--- src/rtl/d7s_pkg.sv ---
// Shared types and constants for the 3-digit multiplexed 7-segment scanner.
package d7s_pkg;

  localparam int unsigned NUM_DIGITS = 3;

  typedef enum logic [1:0] {
    StIdle,
    StBlank,
    StDrive
  } state_e;

  // Segment patterns, bit0 = a .. bit6 = g; codes 10..15 show a dash.
  localparam logic [15:0][6:0] SEG_PATTERNS = {
    7'h40, 7'h40, 7'h40, 7'h40, 7'h40, 7'h40,
    7'h6F, 7'h7F, 7'h07, 7'h7D, 7'h6D, 7'h66, 7'h4F, 7'h5B, 7'h06, 7'h3F
  };

  function automatic logic [NUM_DIGITS-1:0] digit_sel(input logic [1:0] idx);
    logic [NUM_DIGITS-1:0] one;
    one = 1;
    return one << idx;
  endfunction

endpackage

--- src/rtl/d7s_scan_ctrl_if.sv ---
// Digit write bus: valid/ready handshake carrying a digit index and a 4-bit value.
interface d7s_scan_ctrl_if;
  logic       wr_valid;
  logic       wr_ready;
  logic [1:0] wr_addr;
  logic [3:0] wr_data;

  modport master (
    output wr_valid,
    output wr_addr,
    output wr_data,
    input  wr_ready
  );

  modport slave (
    input  wr_valid,
    input  wr_addr,
    input  wr_data,
    output wr_ready
  );
endinterface

--- src/rtl/d7s_seg_decode.sv ---
// Combinational hex-digit to 7-segment decode (0..9 digits, 10..15 dash).
module d7s_seg_decode
  import d7s_pkg::*;
(
  input  logic [3:0] digit_i,
  output logic [6:0] seg_o
);

  assign seg_o = SEG_PATTERNS[digit_i];

endmodule

--- src/rtl/tt_um_d7s_scan_ctrl.sv ---
// Pin-level wrapper: ui_in = {wr_data, wr_addr, wr_valid, en}; segments on uo_out, digit
// selects on uio_out[7:5], frame_done on uo_out[7].
module tt_um_d7s_scan_ctrl #(
  parameter int unsigned DRIVE_CYC = 1000,
  parameter int unsigned BLANK_CYC = 4
) (
  input  logic [7:0] ui_in,
  output logic [7:0] uo_out,
  input  logic [7:0] uio_in,
  output logic [7:0] uio_out,
  output logic [7:0] uio_oe,
  input  logic       ena,
  input  logic       clk,
  input  logic       rst_n
);

  d7s_scan_ctrl_if bus ();

  logic [2:0] transistor;
  logic [6:0] seg;
  logic       frame_done;
  logic       unused;

  assign bus.wr_valid = ui_in[1];
  assign bus.wr_addr  = ui_in[3:2];
  assign bus.wr_data  = ui_in[7:4];

  d7s_scan_ctrl #(
    .DRIVE_CYC (DRIVE_CYC),
    .BLANK_CYC (BLANK_CYC)
  ) u_scan (
    .clk        (clk),
    .rst_n      (rst_n),
    .en         (ui_in[0]),
    .wr         (bus.slave),
    .transistor (transistor),
    .seg        (seg),
    .frame_done (frame_done)
  );

  assign uo_out  = {frame_done, seg};
  assign uio_out = {transistor, 5'b0};
  assign uio_oe  = 8'hE0;
  assign unused  = &{1'b0, ena, uio_in, bus.wr_ready};

endmodule

--- src/rtl/d7s_scan_ctrl.sv ---
// Time-multiplexed 3-digit 7-segment scan controller with blanking between digits
// and double-buffered digit storage committed once per frame.
module d7s_scan_ctrl
  import d7s_pkg::*;
#(
  parameter int unsigned DRIVE_CYC = 1000,
  parameter int unsigned BLANK_CYC = 4
) (
  input  logic                  clk,
  input  logic                  rst_n,
  input  logic                  en,
  d7s_scan_ctrl_if.slave        wr,
  output logic [NUM_DIGITS-1:0] transistor,
  output logic [6:0]            seg,
  output logic                  frame_done
);

  localparam int unsigned CNT_MAX = (DRIVE_CYC > BLANK_CYC) ? DRIVE_CYC : BLANK_CYC;
  localparam int unsigned CNT_W   = (CNT_MAX > 1) ? $clog2(CNT_MAX) : 1;
  localparam logic [CNT_W-1:0] BLANK_LAST = CNT_W'(BLANK_CYC - 1);
  localparam logic [CNT_W-1:0] DRIVE_LAST = CNT_W'(DRIVE_CYC - 1);
  localparam logic [1:0]       LAST_IDX   = 2'(NUM_DIGITS - 1);

  state_e                      state_q;
  logic [CNT_W-1:0]            cnt_q;
  logic [1:0]                  idx_q;
  logic [NUM_DIGITS-1:0][3:0]  staging_q;
  logic [NUM_DIGITS-1:0][3:0]  shadow_q;
  logic [3:0]                  cur_digit;
  logic [6:0]                  cur_seg;
  logic                        frame_end;
  logic                        commit;
  logic                        wr_fire;

  // Last drive cycle of the final digit; writes stall here so staging is stable while copied.
  assign frame_end   = (state_q == StDrive) && (cnt_q == DRIVE_LAST) && (idx_q == LAST_IDX);
  assign commit      = en && frame_end;
  assign wr.wr_ready = !frame_end;
  assign wr_fire     = wr.wr_valid && wr.wr_ready;

  always_comb begin
    cur_digit = shadow_q[0];
    for (int i = 1; i < NUM_DIGITS; i++) begin
      if (idx_q == 2'(i)) cur_digit = shadow_q[i];
    end
  end

  d7s_seg_decode u_seg_decode (
    .digit_i (cur_digit),
    .seg_o   (cur_seg)
  );

  // Address 3 matches no digit, so such writes are accepted and dropped.
  always_ff @(posedge clk or negedge rst_n) begin
    if (!rst_n) begin
      staging_q <= '0;
      shadow_q  <= '0;
    end else begin
      for (int i = 0; i < NUM_DIGITS; i++) begin
        if (wr_fire && (wr.wr_addr == 2'(i))) staging_q[i] <= wr.wr_data;
      end
      if ((state_q == StIdle) || commit) shadow_q <= staging_q;
    end
  end

  always_ff @(posedge clk or negedge rst_n) begin
    if (!rst_n) begin
      state_q    <= StIdle;
      cnt_q      <= '0;
      idx_q      <= '0;
      transistor <= '0;
      seg        <= '0;
      frame_done <= 1'b0;
    end else begin
      frame_done <= 1'b0;
      if (!en) begin
        state_q    <= StIdle;
        cnt_q      <= '0;
        idx_q      <= '0;
        transistor <= '0;
        seg        <= '0;
      end else begin
        unique case (state_q)
          StIdle: begin
            state_q <= StBlank;
            cnt_q   <= '0;
            idx_q   <= '0;
          end
          StBlank: begin
            if (cnt_q == BLANK_LAST) begin
              state_q    <= StDrive;
              cnt_q      <= '0;
              transistor <= digit_sel(idx_q);
              seg        <= cur_seg;
            end else begin
              cnt_q <= cnt_q + CNT_W'(1);
            end
          end
          StDrive: begin
            if (cnt_q == DRIVE_LAST) begin
              state_q    <= StBlank;
              cnt_q      <= '0;
              transistor <= '0;
              seg        <= '0;
              if (idx_q == LAST_IDX) begin
                idx_q      <= '0;
                frame_done <= 1'b1;
              end else begin
                idx_q <= idx_q + 2'd1;
              end
            end else begin
              cnt_q <= cnt_q + CNT_W'(1);
            end
          end
          default: state_q <= StIdle;
        endcase
      end
    end
  end

endmodule
--- config.mk ---
export PLATFORM = sky130hd
export DESIGN_NAME = tt_um_d7s_scan_ctrl
export DESIGN_NICKNAME = d
export VERILOG_FILES = /design/src/rtl/d7s_pkg.sv /design/src/rtl/d7s_scan_ctrl_if.sv /design/src/rtl/d7s_seg_decode.sv /design/src/rtl/tt_um_d7s_scan_ctrl.sv /design/src/rtl/d7s_scan_ctrl.sv
export SDC_FILE = /design/constraint.sdc
export NUM_CORES = 1
export LEC_CHECK = 0
export ABC_AREA = 1
export CORE_MARGIN = 2
export CORE_UTILIZATION = 54
export DETAILED_ROUTE_END_ITERATION = 8
export PLACE_DENSITY_LB_ADDON = 0.12
export SYNTH_ARGS = -nofsm -noshare
export SYNTH_HDL_FRONTEND = slang
export SYNTH_SLANG_ARGS = --single-unit
--- constraint.sdc ---
create_clock -name clk -period 2 [get_ports clk]
set_clock_uncertainty 0.1 [all_clocks]
set_input_delay 0.3 -clock clk [delete_from_list [all_inputs] [get_ports clk]]
set_output_delay 0.3 -clock clk [all_outputs]
set_load 0.02 [all_outputs]
## After elaboration in Yosys (flattened, before gate mapping)

Memory sizes are Yosys's and may differ from the RTL's.
Index checks and enable logic that the tools add are counted.

- Add/subtract/negate cells: 2
- $lt $le $gt $ge: 1
- Equality and inequality tests: 13
- Shift-type cells: 1
- Mux-type cells: 27
- Reduce and logical (&&, ||, !) cells: 14

Operator list:

| operator | number |
|---|---|
| $mux 10 | 3 |
| $pmux 10 s3 | 1 |
| $mux 7 | 4 |
| $pmux 7 s2 | 1 |
| $mux 2 | 6 |
| $add 10x1->10 const B | 1 |
| $eq 10x10->1 const B | 1 |
| $eq 10x2->1 const B | 1 |
| $mux 3 | 3 |
| $mux 4 | 2 |
| $logic_and 1x1->1 | 7 |
| $eq 2x1->1 const B | 3 |
| $eq 2x2->1 const B | 3 |
| $ne 3x1->1 const B | 2 |
| $pmux 2 s3 | 1 |
| $pmux 3 s2 | 1 |
| $lt 4x5->1 const B | 1 |
| $logic_not 2->1 | 2 |
| $mux 1 | 4 |
| $ne 4x1->1 const B | 1 |
| $pmux 2 s2 | 1 |
| $reduce_and 2->1 | 2 |
| $ne 3x2->1 const B | 1 |
| $ne 3x3->1 const B | 1 |
| other kinds (5) | 5 |

- Bits in registers: 49
- ROM bits: 112
- Bits of input ports: 19
- Output and inout port bits: 24
- Logic and storage cells: 71
- Memories: 1

Memories:

| memory | depth | bits a word | read ports | clocked after memory_dff | wr ports | line | text |
|---|---|---|---|---|---|---|---|
| (name not given) | 16 | 7 | 1 | 0 | 0 | d7s_seg_decode.sv:9 | `assign seg_o = SEG_PATTERNS[digit_i];` |

## Logic depth before layout (Yosys ltp)

Gate-level depths: netlist of the first run.

- Depth after elaboration: 8
- Mapped depth: 12
- Gate-level depth less buffers: 12

## By module

From an unflattened synthesis of the first run, not the netlist that was laid out.

- Cells, all modules: 356
- Area total of the unflattened synthesis: 2,762.6 µm²

Modules (own cells, without submodules):

| module | instances | cells an instance | area an instance (µm²) | seq. area each (µm²) |
|---|---|---|---|---|
| d7s_scan_ctrl | 1 | 304 | 2,457.4 | 1,226.2 |
| d7s_seg_decode | 1 | 36 | 192.7 | 0.0 |
| tt_um_d7s_scan_ctrl | 1 | 16 | 112.6 | 0.0 |

## Least setup slack after synthesis of the first run

OpenSTA, ideal clock, no wires.

- Kind: register to register
- Start point: register u_scan.idx_q[0]
- End point: register u_scan.seg[5]
- Setup time: 65 ps
- Data arrival time: 1,617 ps
- Slack: 218 ps
- Cell stages (with the launch flop): 11
- Clock period less this slack: 1,782 ps
- Cells stage by stage: dfrtp_1 inv_2 nand2_2 or2_2 nand2_1 inv_1 ha_1 nand3b_1 nand3_1 nand3_1 nand2_1

- Cells in the longest elaborated chain, start to end: 8

RTL lines:

| element | line | text |
|---|---|---|
| start: declaration | d7s_scan_ctrl.sv:26 | `logic [1:0] idx_q;` |
| start signal: assignment | d7s_scan_ctrl.sv:109 | `idx_q <= idx_q + 2'd1;` |
| $eq 2x1->1 | d7s_scan_ctrl.sv:44 | `if (idx_q == 2'(i)) cur_digit = shadow_q[i];` |
| $mux 4 | d7s_scan_ctrl.sv:44 |  |
| $mux 4 (*) | d7s_scan_ctrl.sv:44 |  |
| $mem_v2 16x7 (*) | n/a |  |
| $mux 7 (implied by the code) (*) | d7s_seg_decode.sv:9 |  |
| $mux 7 (*) | d7s_scan_ctrl.sv:90 | `if (cnt_q == BLANK_LAST) begin` |
| $pmux 7 s2 (*) | d7s_scan_ctrl.sv:83 | `unique case (state_q)` |
| $mux 7 (*) | d7s_scan_ctrl.sv:76 | `if (!en) begin` |
| end signal: assignment | d7s_scan_ctrl.sv:94 | `seg <= cur_seg;` |
| end: declaration | d7s_scan_ctrl.sv:14 | `output logic [6:0] seg,` |

Every way passes the cells marked *; elsewhere a longest branch is shown, timed or not. The select of a mux whose other input is x is not followed.
A chain may end at the register's enable or synchronous reset.

## Worst setup path after layout of the first run

- Start point: register u_scan.idx_q[0]
- End point: register u_scan.seg[3]

Same word-level chain as after synthesis.

==> results.txt, run 1 <==
----------------------------------------------------
[Floorplanning]
  Die ar. ... 0.00578 mm2
  Number of placed I/O pins ... 43
  Initial core utilization ... 55.6%
  Core Region ... 0.00504 mm2
  Num rows ... 26
  Horizontal die dimension ... 76.0 um
  Die Y ... 76.0 um

[Logic synthesis]
  Area fraction of the dominant cell type after synthesis ... 43.7%
  Library cell with the largest summed area after synthesis ... sky130_fd_sc_hd__dfrtp_1
  Register bit count reported by yosys ... 49
  Syn Area/Cell ... 7.85 um2
  Synth async-reset ratio ... 100%
  Post-synthesis instance area ... 0.00280 mm2
  Synth top cells by count ... 104 x sky130_fd_sc_hd__nand2_1, 49 x sky130_fd_sc_hd__dfrtp_1, 49 x sky130_fd_sc_hd__nand3_1
  Post-synthesis sequential area ratio ... 43.7%
  Leading cell type by number of instances after synthesis ... sky130_fd_sc_hd__nand2_1
  Cell count after synthesis ... 357
  Synth top area cells ... sky130_fd_sc_hd__dfrtp_1 44%, sky130_fd_sc_hd__nand2_1 14%, sky130_fd_sc_hd__nand3_1 8.8%
  Number of distinct standard cells referenced by the synthesized netlist ... 31
  Syn. warnings ... 0
  Post-synth top flop ... sky130_fd_sc_hd__dfrtp_1
  EDFF count, synth ... 0

[Power and ir drop]
  Total internal power ... 0.00153 W
  Clock network fraction of design power ... 24.8%
  Proportion of total power due to net switching ... 32.0%
  Combinational group share of total power ... 23.3%
  Sw power ... 0.000722 W
  Largest vdd supply drop ... 0.000408 V
  Pwr dens ... 707 mW/mm2
  Portion of total power attributed to sequential cells ... 51.9%
  Leakage ... 1.67 nW

[Timing]
  Worst max-slew margin expressed relative to the limit ... 53.8%
  Setup violation total in the final timing report ... 0
  Max frequency ... 558 MHz
  Setup TNS after final layout ... 0 ns
  Slew @ Worst Pin ... 0.692 ns
  Min Clock Period, post-route ... 1.79 ns
  Post-route worst hold slack ... 0.374 ns
  RSZ-0062 raised after global routing ... no
  Max Transition Viols Final ... 0
  Final Hold Fails ... 0
  Period utilization ... 89.6%

[Detailed routing]
  Average detailed-routed wire length per instance ... 11.2 um
  Total wire length ... 5130 um
  Avg Vias per Cell ... 4.92
  Via count ... 2250
  DRT antenna net count ... 0
  Detailed-router iteration count before antenna repair ... 4
  Detailed Route Iter0 Violations ... 97
  Post-detailed-route DRC marker count ... 0

[Finish]
  Layout Nets ... 415
  Post-layout instance area ... 0.00319 mm2
  Synth-to-layout area growth ... 13.8%
  Number of diodes added for antenna fixing ... 0
  Post-route non-filler standard cell count ... 457
  Layout cell share with drive strength beyond 1 ... 15.8%

[Clock network]
  Clock transition at the registers of the reported paths ... 0.08 ns
  Master cell of the clock root buffer ... sky130_fd_sc_hd__clkbuf_8
  CTS tree ... done
  Maximum clock insertion buffer count ... 2
  CTS H-Tree Depth ... 2
  TritonCTS Sinks ... 49
  Clock network latency to the later pin of the worst-skew pair ... 0.30 ns
  Cts bufs inserted ... 5

[Global routing]
  Overall routing resource usage ... 19.5%
  Vias in the first global route ... 2080
  Maximum number of pins on one net before global-route repair ... 33
  Global route overflow ... 0
  Initial antenna violation count ... 0
  Wire length of the first global-routing pass ... 9260 um

[Place]
  Total instance count after detailed placement ... 448
  Area of placed instances ... 0.00306 mm2
  Port buffer count ... 20
  Final Wtd Congestion ... 0.841
  DP HPWL ... 4020 um

[Min path]
  Min-Delay Path Class ... flip-flop to flip-flop

[Critical path]
  Type of the worst setup path ... flip-flop to flip-flop
  Critical path endpoint category ... flip-flop
  Critical path data required time ... 2.09 ns
  WP data arrival ... 1.89 ns
  CP Launch Type ... flip-flop
  Maximum fanout along the worst path ... 6

[Outcome]
  Status ... completed

[Flow run]
  Number of violations of the max-capacitance limit ... 0

----------------------------------------------------
==> cell families after synthesis <==
kind of cell    count (synthesis)  share of synthesized area (%)
simple gates                  217                           37.1
other cells                     2                          0.268
buf+inv                        57                           10.2
flops                          49                           43.8
compound gates                 21                           3.88
fa+ha+maj                      10                           4.46
xor+xnor                        1                          0.313
==> worst max-delay path, cell delays in order (launching register included) <==
cell and delay [ns]:
sky130_fd_sc_hd__dfrtp_2 0.45, sky130_fd_sc_hd__inv_2 0.07, sky130_fd_sc_hd__nand2_2 0.08, sky130_fd_sc_hd__or2_0 0.20, sky130_fd_sc_hd__nand2_1 0.17, sky130_fd_sc_hd__ha_1 0.26
sky130_fd_sc_hd__nand3_1 0.12, sky130_fd_sc_hd__nand3_1 0.11, sky130_fd_sc_hd__nand3_1 0.09, sky130_fd_sc_hd__nand2_1 0.05
==> cell type report <==
| class | count | area (um2) |
|---|---|---|
| clock buffer | 6 | 72.6 |
| clock inverter | 2 | 10.0 |
| fill | 469 | 1850 |
| inverter | 36 | 135 |
| multi-input combinational | 262 | 1370 |
| sequential | 49 | 1230 |
| tap | 70 | 87.6 |
| timing repair buffer | 32 | 288 |
==> metal layers <==
layer  share of wire [%]  wire [um]  GRT usage, %
met3                 4.0        205          3.79
met2                  48       2460          32.3
met4                 1.1         59          5.09
met1                  47       2410          26.4
met5                   0          0             0
==> state kept, by name, summed over array words and instances (netlist names) <==
signal,cells
u_scan.idx_q,2
u_scan.shadow_q,12
u_scan.seg,7
u_scan.cnt_q,10
u_scan.frame_done,1
u_scan.staging_q,12
u_scan.state_q,2
u_scan.transistor,3
==> worst paths after layout <==
kind,start,endpoint,slack [ns],cells after the start
setup / recovery,u_scan.idx_q[0]$_DFFE_PN0P_,u_scan.seg[3]$_DFFE_PN0P_,0.21,9
hold / removal,u_scan.seg[5]$_DFFE_PN0P_,u_scan.seg[5]$_DFFE_PN0P_,0.37,2
setup reg to reg,u_scan.idx_q[0]$_DFFE_PN0P_,u_scan.seg[3]$_DFFE_PN0P_,0.21,9
hold reg to reg,u_scan.seg[5]$_DFFE_PN0P_,u_scan.seg[5]$_DFFE_PN0P_,0.37,2
max in group asynchronous,rst_n,u_scan.staging_q[0]$_DFFE_PN0P_,0.70,3
min in group asynchronous,rst_n,u_scan.transistor[1]$_DFFE_PN0P_,0.48,2
==> cells in the final DEF, fill, tap and decap left out <==
cell type,synthesis,layout
sky130_fd_sc_hd__a21oi_1,11,11
sky130_fd_sc_hd__buf_2,3,1
sky130_fd_sc_hd__buf_4,15,11
sky130_fd_sc_hd__clkbuf_1,1,1
sky130_fd_sc_hd__clkbuf_8,0,5
sky130_fd_sc_hd__clkdlybuf4s50_1,0,19
sky130_fd_sc_hd__clkinv_2,0,2
sky130_fd_sc_hd__conb_1,2,13
sky130_fd_sc_hd__dfrtp_1,49,47
sky130_fd_sc_hd__dfrtp_2,0,2
sky130_fd_sc_hd__dlygate4sd3_1,0,1
sky130_fd_sc_hd__ha_1,10,9
sky130_fd_sc_hd__ha_2,0,1
sky130_fd_sc_hd__inv_1,30,30
sky130_fd_sc_hd__inv_2,6,6
sky130_fd_sc_hd__nand2_1,104,102
sky130_fd_sc_hd__nand2_2,17,17
sky130_fd_sc_hd__nand2_4,2,3
sky130_fd_sc_hd__nand2_8,0,1
sky130_fd_sc_hd__nand3_1,49,48
sky130_fd_sc_hd__nand3_2,1,2
sky130_fd_sc_hd__nand3_4,1,1
sky130_fd_sc_hd__nand3b_1,2,2
sky130_fd_sc_hd__nand3b_4,1,1
sky130_fd_sc_hd__nand4_1,13,13
sky130_fd_sc_hd__nor2_1,19,19
sky130_fd_sc_hd__nor2_2,3,3
sky130_fd_sc_hd__nor2_4,1,1
sky130_fd_sc_hd__nor3_2,1,1
sky130_fd_sc_hd__o21ai_0,8,8
sky130_fd_sc_hd__o21ai_1,1,1
sky130_fd_sc_hd__o21ai_2,1,1
sky130_fd_sc_hd__or2_0,1,1
sky130_fd_sc_hd__or2_4,1,2
sky130_fd_sc_hd__xor2_1,1,1
==> what timing repair did <==
item	4_1_cts	5_1_grt
endpoints found under the setup margin	0	16
gates resized for setup	0	10
hold buffers	1	0
endpoints found under the hold margin	30	0
setup buffers	0	0
==> power by group through the flow <==
stage,Combinational (W),Clock (W),Sequential (W)
floorplan,0.000393,0,0.00118
global placement,0.000503,0,0.00118
detailed placement,0.000513,0,0.00119
CTS,0.000516,0.000575,0.00117
global route,0.000610,0.000623,0.00119
finish,0.000526,0.000560,0.00117
==> through the flow <==
step | worst slack, ns | total power, W | utilization, %
6_report | 0.208 | 0.00225 | 63.2
5_1_grt | 0.00570 | 0.00242 | 63.2
4_1_cts | 0.0643 | 0.00226 | 62.5
3_5_place_dp | 0.0736 | 0.00170 | 60.7
3_3_place_gp | 0.131 | 0.00169 | 60.7
2_1_floorplan | 0.218 | 0.00157 | -
Power figures use the tool's default switching activity.
==> run 2, diff against run 1 <==
Settings changed: SLEW_MARGIN set to 20.
==> results of run 2 <==
No change in the layout: final DEF, timing and power equal those of run 1.
==> run 3, diff against run 2 <==
Settings changed: ABC_AREA 1 to unset, ABC_CLOCK_PERIOD_IN_PS set to 1600, CORE_UTILIZATION 54 to 48.
Clock period 2 ns to 1.6 ns, I/O delays scaled along.
==> run 3 against run 2 <==
Effect of this change:
- the flow now finishes with violations (setup timing)
- clock-buffer cell count down 1
- global-route usage rose by 1.2 points
- critical path depth is 3 lower
- synthesized area shrank 2.8%
- routed wire length grew 17%
- first-iteration DRC count shrank 6.2%
- total power up 45%
- final cell count down 16%
- die area rose by 8.8%
- maximum frequency down 20%
- synthesized cell count down 33%
- critical path type unchanged
- highest routed layer unchanged
==> results.txt, run 3 <==
----------------------------------------------------
[Outcome]
  Status ... complete, but fails checks
  Failing checks ... setup timing

[Timing]
  Min Clock Period, post-route ... 2.24 ns (+0.453 ns)
  Period utilization ... 140% (+51 points)
  Setup violation total in the final timing report ... 49 (+49)
  Post-route worst hold slack ... 0.334 ns (-0.0398 ns)
  Max frequency ... 446 MHz (-20%)
  Final Hold Fails ... 0 (unchanged)
  RSZ-0062 raised after global routing ... yes
  Setup WS post-layout ... -0.644 ns (-0.853 ns)
  Max Transition Viols Final ... 0 (unchanged)
  Setup TNS after final layout ... -25.92 ns (-25.92 ns)

[Clock network]
  Cts bufs inserted ... 5 (unchanged)
  Clock network latency to the later pin of the worst-skew pair ... 0.30 ns (about the same)
  Maximum clock insertion buffer count ... 2 (unchanged)
  CTS H-Tree Depth ... 2 (unchanged)
  TritonCTS Sinks ... 49 (unchanged)
  Master cell of the clock root buffer ... sky130_fd_sc_hd__clkbuf_8
  Clock transition at the registers of the reported paths ... 0.10 ns (+0.02 ns)
  CTS tree ... done

[Detailed routing]
  Avg Vias per Cell ... 5.33 (+8.3%)
  Post-detailed-route DRC marker count ... 0 (unchanged)
  Via count ... 2058 (-8.5%)
  Detailed-router iteration count before antenna repair ... 4 (unchanged)
  Total wire length ... 6000 um (+17%)
  Detailed Route Iter0 Violations ... 91 (-6.2%)
  Average detailed-routed wire length per instance ... 15.5 um (+38%)
  DRT antenna net count ... 0 (unchanged)

[Critical path]
  Critical Path Start ... u_scan.cnt_q[1]$_DFFE_PN0P_
  CP Launch Type ... flip-flop
  Master of the slowest instance on the critical path ... sky130_fd_sc_hd__or3b_4
  RR Startpoint ... u_scan.cnt_q[1]$_DFFE_PN0P_
  Critical path data required time ... 1.70 ns (-0.39 ns)
  Highest cell delay on the worst timing path ... 0.42 ns (-0.03 ns)
  Type of the worst setup path ... flip-flop to flip-flop
  WP data arrival ... 2.34 ns (+0.45 ns)
  Critical path endpoint category ... flip-flop
  Cell breakdown of the critical path ... ha_2 -> or3b_4 -> nor3_4 -> and4_4 -> or2_4 -> mux2_4
  Maximum fanout along the worst path ... 6 (unchanged)

[Place]
  Port buffer count ... 20 (unchanged)
  Final Wtd Congestion ... 0.866 (+3.0%)
  Worst slack, placed ... -0.623 ns (-0.697 ns)
  DP HPWL ... 4060 um (+1.1%)

[Floorplanning]
  Number of placed I/O pins ... 43 (unchanged)
  Horizontal die dimension ... 79.3 um (+4.3%)
  Num rows ... 27 (+3.8%)
  Core Region ... 0.00551 mm2 (+9.2%)
  Die ar. ... 0.00629 mm2 (+8.8%)
  Die Y ... 79.3 um (+4.3%)
  Initial core utilization ... 49.5% (-6.1 points)

[Global routing]
  Wire length of the first global-routing pass ... 10100 um (+8.8%)
  Vias in the first global route ... 2053 (-1.3%)
  Overall routing resource usage ... 20.6% (+1.2 points)
  Maximum number of pins on one net before global-route repair ... 50 (+52%)
  Initial antenna violation count ... 0 (unchanged)
  Global route overflow ... 0 (unchanged)

[Min path]
  Min-Delay Path Class ... input pin to async pin

[Logic synthesis]
  Syn Area/Cell ... 11.4 um2 (+45%)
  Synth async-reset ratio ... 100% (unchanged)
  Number of distinct standard cells referenced by the synthesized netlist ... 51 (+65%)
  Area fraction of the dominant cell type after synthesis ... 45.0% (+1.3 points)
  Cell count after synthesis ... 239 (-33%)
  Leading cell type by number of instances after synthesis ... sky130_fd_sc_hd__dfrtp_1
  Synth top area cells ... sky130_fd_sc_hd__dfrtp_1 45%, sky130_fd_sc_hd__mux2_2 7.9%, sky130_fd_sc_hd__mux2_4 5.5%
  Register bit count reported by yosys ... 49 (unchanged)
  Syn. warnings ... 0 (unchanged)
  Synth top cells by count ... 49 x sky130_fd_sc_hd__dfrtp_1, 19 x sky130_fd_sc_hd__mux2_2, 18 x sky130_fd_sc_hd__nand2_1
  EDFF count, synth ... 0 (unchanged)
  Post-synth top flop ... sky130_fd_sc_hd__dfrtp_1
  Post-synthesis sequential area ratio ... 45.0% (+1.3 points)
  Library cell with the largest summed area after synthesis ... sky130_fd_sc_hd__dfrtp_1
  Post-synthesis instance area ... 0.00272 mm2 (-2.8%)

[Finish]
  Registers with the highest flip-flop counts ... u_scan.shadow_q (12), u_scan.staging_q (12), u_scan.cnt_q (10)
  Synth-to-layout area growth ... 35.3%
  Layout cell share with drive strength beyond 1 ... 44.3% (+29 points)
  Most used cells in the layout excluding fill and tap cells ... 52 x sky130_fd_sc_hd__buf_4, 49 x sky130_fd_sc_hd__dfrtp_1, 15 x sky130_fd_sc_hd__mux2_2, 15 x sky130_fd_sc_hd__nand2_1, 15 x sky130_fd_sc_hd__mux2_4
  Final core utilization ... 66.9% (+3.7 points)
  Layout Nets ... 342 (-18%)
  Most common cell after layout, fill and taps aside ... sky130_fd_sc_hd__buf_4
  Number of diodes added for antenna fixing ... 0 (unchanged)

[Power and ir drop]
  Overall power consumption ... 0.00327 W (+45%)
  Pwr dens ... 888 mW/mm2 (+26%)
  Leakage ... 1.76 nW (+5.0%)
  Largest vdd supply drop ... 0.000652 V (+60%)

[Flow run]
  Number of violations of the max-capacitance limit ... 0 (unchanged)

----------------------------------------------------
run 3: power breakdown:
group	leakage, nW	switching [W]	internal, W
combinational	1.08	0.000452	0.000539
clock	0.0511	0.000453	0.000326
sequential	0.631	0.000104	0.00140
run 3: timing repair:
item | 4_1_cts | 5_1_grt
gates cloned | 1 | 0
hold buffers | 1 | 0
setup endpoints to repair | 59 | 50
setup buffers | 5 | 7
endpoints found under the hold margin | 49 | 0
gates resized for setup | 44 | 15
pin swaps | 19 | 17
run 3: critical path, delay by kind of cell (launching register included):
kind | cells | cell delay [ns]
muxes | 1 | 0.31
and+or+nand+nor | 4 | 1.16
adders and majority gates | 1 | 0.19
DFF | 1 | 0.38
run 3: cell type report:
cell class | instances | area [um2]
fillers | 432 | 1820
multi-input cells | 169 | 1560
flip-flops and latches | 49 | 1230
repair buffers | 79 | 671
well taps | 72 | 90.1
clock buffers | 5 | 68.8
clock inverters | 3 | 33.8
inverters | 9 | 33.8
run 3: logic make-up after synthesis:
kind of cell / count (synthesis) / share of synthesized area [%]
AND/OR/NAND/NOR: 61 / 12.7
buffers and inverters: 33 / 8.18
flip-flops: 49 / 45.0
adder cells (fa/ha/maj): 10 / 4.59
XOR/XNOR: 1 / 0.322
other: 2 / 0.276
multiplexers: 40 / 17.5
AO/OA/AOI/OAI: 43 / 11.4
run 3: worst paths after layout:
check / slack [ns] / cells after the start / to
setup / recovery: -0.64 / 6 / u_scan.shadow_q[5]$_DFFE_PN0P_
hold / removal: 0.33 / 3 / u_scan.staging_q[9]$_DFFE_PN0P_
setup reg to reg: -0.64 / 6 / u_scan.shadow_q[5]$_DFFE_PN0P_
hold reg to reg: 0.40 / 1 / u_scan.seg[5]$_DFFE_PN0P_
max in group asynchronous: 0.83 / 3 / u_scan.cnt_q[6]$_DFFE_PN0P_
min in group clk: 0.40 / 1 / u_scan.seg[5]$_DFFE_PN0P_
run 3: metrics by stage:
step	instances	instance area, um2
floorplan	250	2810
global placement	369	3310
detailed placement	369	3310
CTS	384	3590
global route	386	3680
finish	386	3680
run 3: metal layers:
metal	vias to the layer above	wire length, um	track usage, %
met4	0	51	4.14
met1	1013	2740	29.4
li1	982	-	-
met3	6	236	3.86
met5	-	0	0
met2	57	2970	33.1
